`src/rtl/package_cam.sv`:
```
// Shared camera/display-path definitions: TMDS symbol type, control codes and
// helpers shared by the DVI output stage.
package package_cam;

  typedef logic [9:0] t_tmds_symbol;

  localparam int unsigned c_tmds_channels = 3;
  localparam int unsigned c_tmds_disp_w   = 6;

  localparam t_tmds_symbol c_tmds_ctrl_00 = 10'b1101010100;
  localparam t_tmds_symbol c_tmds_ctrl_01 = 10'b0010101011;
  localparam t_tmds_symbol c_tmds_ctrl_10 = 10'b0101010100;
  localparam t_tmds_symbol c_tmds_ctrl_11 = 10'b1010101011;

  // Stage-2 symbol selection for one channel.
  typedef enum logic [1:0] {
    TmdsSelCtrl,
    TmdsSelBalanced,
    TmdsSelInvert,
    TmdsSelKeep
  } t_tmds_sel;

  function automatic logic [3:0] tmds_popcount8(input logic [7:0] d);
    logic [3:0] n;
    n = '0;
    for (int i = 0; i < 8; i++) begin
      n = n + {3'b000, d[i]};
    end
    return n;
  endfunction

  function automatic t_tmds_symbol tmds_ctrl_symbol(input logic [1:0] c);
    t_tmds_symbol sym;
    unique case (c)
      2'b00:   sym = c_tmds_ctrl_00;
      2'b01:   sym = c_tmds_ctrl_01;
      2'b10:   sym = c_tmds_ctrl_10;
      default: sym = c_tmds_ctrl_11;
    endcase
    return sym;
  endfunction

endpackage

```
`src/rtl/tmds_channel_encoder.sv`:
```
// One TMDS channel: stage 1 transition-minimises the byte into q_m, stage 2
// DC-balances it against the running disparity and registers the symbol.
module tmds_channel_encoder
  import package_cam::*;
(
  input  logic         i_clk,
  input  logic         i_rst,
  input  logic         i_de,
  input  logic [1:0]   i_c,
  input  logic [7:0]   i_d,
  output t_tmds_symbol o_symbol
);

  typedef logic signed [c_tmds_disp_w-1:0] t_disp;

  localparam t_disp c_zero     = t_disp'(0);
  localparam t_disp c_two      = t_disp'(2);
  localparam t_disp c_eight    = t_disp'(8);
  localparam t_disp c_disp_max = t_disp'(10);

  // Stage 1: transition minimisation.
  logic [3:0] n1d;
  logic       xnor_mode;
  logic       chain;
  logic [8:0] qm_d;
  logic [8:0] qm_q;
  logic       de_q;
  logic [1:0] c_q;

  always_comb begin
    n1d       = tmds_popcount8(i_d);
    xnor_mode = (n1d > 4'd4) || ((n1d == 4'd4) && !i_d[0]);
    qm_d      = '0;
    chain     = i_d[0];
    qm_d[0]   = chain;
    for (int i = 1; i < 8; i++) begin
      chain   = xnor_mode ? ~(chain ^ i_d[i]) : (chain ^ i_d[i]);
      qm_d[i] = chain;
    end
    qm_d[8] = ~xnor_mode;
  end

  always_ff @(posedge i_clk) begin
    if (i_rst) begin
      qm_q <= '0;
      de_q <= 1'b0;
      c_q  <= 2'b00;
    end else begin
      qm_q <= qm_d;
      de_q <= i_de;
      c_q  <= i_c;
    end
  end

  // Stage 2: DC balancing.
  logic [3:0]   n1_raw;
  t_disp        n1;
  t_disp        n0;
  t_disp        diff;
  t_disp        cnt_d;
  t_disp        cnt_q;
  t_tmds_sel    sel;
  t_tmds_symbol sym_d;
  t_tmds_symbol sym_q;

  always_comb begin
    n1_raw = tmds_popcount8(qm_q[7:0]);
    n1     = t_disp'(n1_raw);
    n0     = c_eight - n1;
    diff   = n1 - n0;

    if (!de_q) begin
      sel = TmdsSelCtrl;
    end else if ((cnt_q == c_zero) || (n1 == n0)) begin
      sel = TmdsSelBalanced;
    end else if (((cnt_q > c_zero) && (n1 > n0)) || ((cnt_q < c_zero) && (n0 > n1))) begin
      sel = TmdsSelInvert;
    end else begin
      sel = TmdsSelKeep;
    end
  end

  always_comb begin
    sym_d = tmds_ctrl_symbol(c_q);
    cnt_d = c_zero;
    unique case (sel)
      TmdsSelCtrl: begin
        sym_d = tmds_ctrl_symbol(c_q);
        cnt_d = c_zero;
      end
      TmdsSelBalanced: begin
        sym_d = {~qm_q[8], qm_q[8], qm_q[8] ? qm_q[7:0] : ~qm_q[7:0]};
        cnt_d = qm_q[8] ? (cnt_q + diff) : (cnt_q - diff);
      end
      TmdsSelInvert: begin
        sym_d = {1'b1, qm_q[8], ~qm_q[7:0]};
        cnt_d = cnt_q + (qm_q[8] ? c_two : c_zero) - diff;
      end
      default: begin
        sym_d = {1'b0, qm_q[8], qm_q[7:0]};
        cnt_d = cnt_q + diff - (qm_q[8] ? c_zero : c_two);
      end
    endcase
  end

  always_ff @(posedge i_clk) begin
    if (i_rst) begin
      sym_q <= c_tmds_ctrl_00;
      cnt_q <= c_zero;
    end else begin
      sym_q <= sym_d;
      cnt_q <= cnt_d;
    end
  end

  assign o_symbol = sym_q;

  // Disparity is bounded by the encoding rules; a violation means broken arithmetic.
  a_disp_bounded : assert property (@(posedge i_clk) disable iff (i_rst)
    (cnt_q <= c_disp_max) && (cnt_q >= -c_disp_max));

endmodule

```
`src/rtl/dvi_tmds_encoder.sv`:
```
// DVI 1.0 TMDS encoder: three independent channel encoders, fixed two-cycle
// latency; sync travels on channel 0 only.
module dvi_tmds_encoder
  import package_cam::*;
#(
  parameter int unsigned p_pipe_stages = 2
) (
  input  logic                                   i_clk,
  input  logic                                   i_rst,
  input  logic                                   i_de,
  input  logic                                   i_hsync,
  input  logic                                   i_vsync,
  input  logic [c_tmds_channels-1:0][7:0]        i_data,
  output logic [c_tmds_channels-1:0][9:0]        o_symbol
);

  if (p_pipe_stages != 2) begin : g_bad_pipe
    $error("dvi_tmds_encoder: only p_pipe_stages == 2 is supported");
  end

  logic [c_tmds_channels-1:0][1:0] ctrl;

  assign ctrl[0] = {i_vsync, i_hsync};
  assign ctrl[1] = 2'b00;
  assign ctrl[2] = 2'b00;

  for (genvar ch = 0; ch < c_tmds_channels; ch++) begin : g_ch
    tmds_channel_encoder u_enc (
      .i_clk    (i_clk),
      .i_rst    (i_rst),
      .i_de     (i_de),
      .i_c      (ctrl[ch]),
      .i_d      (i_data[ch]),
      .o_symbol (o_symbol[ch])
    );
  end

endmodule

```
`config.mk`:
```
export PLATFORM = sky130hd
export DESIGN_NAME = dvi_tmds_encoder
export DESIGN_NICKNAME = d
export VERILOG_FILES = /design/src/rtl/package_cam.sv /design/src/rtl/tmds_channel_encoder.sv /design/src/rtl/dvi_tmds_encoder.sv
export SDC_FILE = /design/constraint.sdc
export NUM_CORES = 1
export LEC_CHECK = 0
export CORE_ASPECT_RATIO = 1.1
export CORE_UTILIZATION = 45
export DETAILED_ROUTE_END_ITERATION = 8
export HOLD_SLACK_MARGIN = 0.06
export PLACE_DENSITY = 0.73
export SYNTH_ARGS = -nofsm -noshare
export SYNTH_HDL_FRONTEND = slang
export SYNTH_SLANG_ARGS = --single-unit
```
`constraint.sdc`:
```
create_clock -name i_clk -period 4.8 [get_ports i_clk]
set_input_delay 0.48 -clock i_clk [delete_from_list [all_inputs] [get_ports i_clk]]
set_output_delay 0.48 -clock i_clk [all_outputs]
set_load 0.03 [all_outputs]
```
==> qor.yml, run 1 <==
outcome: "finished clean"
clk_path_buf_depth: 2
final_core_util: 0.562
num_rows: 44
coreArea_sq_mm: 0.0133
drt_wl_total_um: 13700
drc_errors: 0
grt_setup_unrepaired: "true"
cts_made_buffers: 9
syn2layout_area_growth_pct: 20.8
grt_max_degree: 39
postRouteAntennaNets: 0
synth.avg_cell_area_sq_um: 8.99
max_freq_mhz: 214
finalCriticalPeriod_ps: 4660
fin_nets: 891
globalplace.congestion: 0.882
holdWs_ps: 496
async_reset_ff_frac: 0
crit_fanout: 4
hpwl_um: 10500
hold_violations: 0
critPathCaptureType: "register"
stdcell_count: 940
cts-root-buf: "clkbuf_16"
yosysWarningCount: 0
pre_cts_ws_ps: 76.7
syn_inst: 687
critical_path_class: "register to register"
track_usage: 0.202
fp.dieH_um: 125
multi_input_area_sq_mm: 0.00424
drv_cap: 0
yosys_most_used_dff: "dfxtp_1"
grt_pass1_vias: 5093
routedWlPerCell_um: 14.6
synthSimpleGateAreaFrac: 0.132
setup_slack_ps: 138
synth_edf_count: 0
final-seq-area_sq_mm: 0.00156
synthesis.area_sq_mm: 0.00617
synth_top_family_by_area: "adder cells"
dieArea_sq_mm: 0.0142
final_common_cell: "inv_1"
dr.pass1.iters: 6
arrival_ps: 4890
grt_pass1_wl_um: 22800
clk_pin_slew_ps: 70
drive_above_1_share: 0.0833
worst_pin_slew_ps: 856
synth_adder_area_share: 0.272
synth_nets: 827
clock-sinks: 78
yosysSeqAreaShare: 0.253
synth_xor_area_frac: 0.142
cts_hold_buffers: 0
final-setup-viol-count: 0
top_level_ports: 59
synth_compound_area_frac: 0.104
hp-class: "register to register"
antenna_found_initial: 0
routed_via_density: 5.08
slew_headroom: 0.429
start_util: 0.465
die_w_um: 114
critical_path_required_ps: 5030
n_antenna_cell: 0
dp_cells: 921
vias: 4779
insertion_delay_ps: 340
ys_types: 51
drt_iter0_markers: 242
port_buffers: 58
fin_crit_sh: 0.971
crit_path_start_kind: "register"
tritoncts: "yes"
drv_slew: 0
htreeDepth: 3
fillerInstances: 1161
worst_clock_skew_ps: 6.67
synth_seq_cells: 78
overflow: 0
final_cell_mix: "103 x inv_1, 78 x dfxtp_1, 68 x ha_1"
synth.area.mux_share: 0.0166
## cell type report
type / count / area share
multi-input cells: 479 / 0.568
flip-flops and latches: 78 / 0.209
repair buffers: 75 / 0.0950
inverters: 108 / 0.0544
well taps: 184 / 0.0309
clock buffers: 9 / 0.0302
clock inverters: 7 / 0.0117
## routing by layer
layer  vias up  global-route usage  part of all wire
met1      2253               0.240              0.41
li1       2345                   -                 -
met2       160               0.350              0.51
met4         0              0.0890             0.020
met3        21              0.0404             0.058
met5         -                   0                 0
## synth_stat cells (all sizes together) (4+ instances only)
master  count  area share
nor3b       4      0.0049
fa         39        0.13
nor3        6      0.0057
o211ai      5      0.0061
a311o       4      0.0065
ha         72        0.15
a211o       5      0.0071
o31ai       5      0.0061
nor2       60       0.036
inv       106       0.064
nand3      16       0.013
clkbuf     19       0.012
and2        4      0.0041
a21o        6      0.0073
nand2      24       0.015
nand4       8      0.0081
nor2b      12       0.012
a21oi      30       0.024
a211oi      4      0.0049
and3        6      0.0061
xnor2      67       0.095
o21a        5      0.0061
xor2       33       0.047
nor4        4      0.0041
o311ai      4      0.0057
o21ai      13       0.011
nand2b      7      0.0071
mux2i       8       0.014
dfxtp      78        0.25
## stage by stage
| step | instance area (sq um) | setup TNS (ps) |
|---|---|---|
| after CTS | 7310 | 0 |
| after global routing | 7460 | -42.7 |
| after floorplan | 6170 | 0 |
| after detailed placement | 7000 | 0 |
| final | 7460 | 0 |
| after global placement | 7000 | 0 |
## final timing paths
| kind | startpoint | to | slack [ps] | cells after the start |
|---|---|---|---|---|
| worst max-delay path | g_ch[0].u_enc.qm_q[1]$_SDFF_PP0_ | g_ch[0].u_enc.cnt_q[5]$_SDFF_PP0_ | 140 | 16 |
| worst min-delay path | register | register | 500 | 1 |
| worst max register to register | g_ch[0].u_enc.qm_q[1]$_SDFF_PP0_ | g_ch[0].u_enc.cnt_q[5]$_SDFF_PP0_ | 140 | 16 |
| worst min register to register | register | register | 500 | 1 |
## cell families after synthesis
| family | count (synthesis) |
|---|---|
| AO/OA/AOI/OAI | 96 |
| XOR/XNOR | 100 |
| adder cells (fa/ha/maj) | 111 |
| buffers and inverters | 130 |
| flip-flops | 78 |
| multiplexers | 9 |
| AND/OR/NAND/NOR | 163 |
## worst max-delay path, cell delays in order, from the launching register on
cell     delay (ps)
dfxtp_1         330
ha_1            290
inv_2            40
fa_1            520
fa_1            450
fa_2            430
fa_2            470
xor2_4          190
ha_4            300
inv_2            50
fa_2            580
a21oi_2          80
and2_4          180
nor3_4          150
a31oi_1          50
and4b_1         210
a211o_1         220
## registers in the layout, indices dropped and copies added, names as in the netlist, named ones only
name / count
g_ch.u_enc.c_q: 2
g_ch.u_enc.cnt_q: 15
g_ch.u_enc.de_q: 1
g_ch.u_enc.o_symbol: 30
g_ch.u_enc.qm_q: 27
## repair_timing
item,in CTS,in global routing
gates resized for setup,0,22
buffers inserted,0,3
setup endpoints to repair,0,3
Power of run 1 is left out: the tool's default activity adds up to more than one toggle a clock period on the data nets, which glitch-free logic cannot reach.
==> run 2, diff against run 1 <==
- CAP_MARGIN: unset -> 20
==> results of run 2 <==
Same layout as run 1: the final DEF is identical, and so are final timing and power.
Power of run 2 is left out for the same reason.
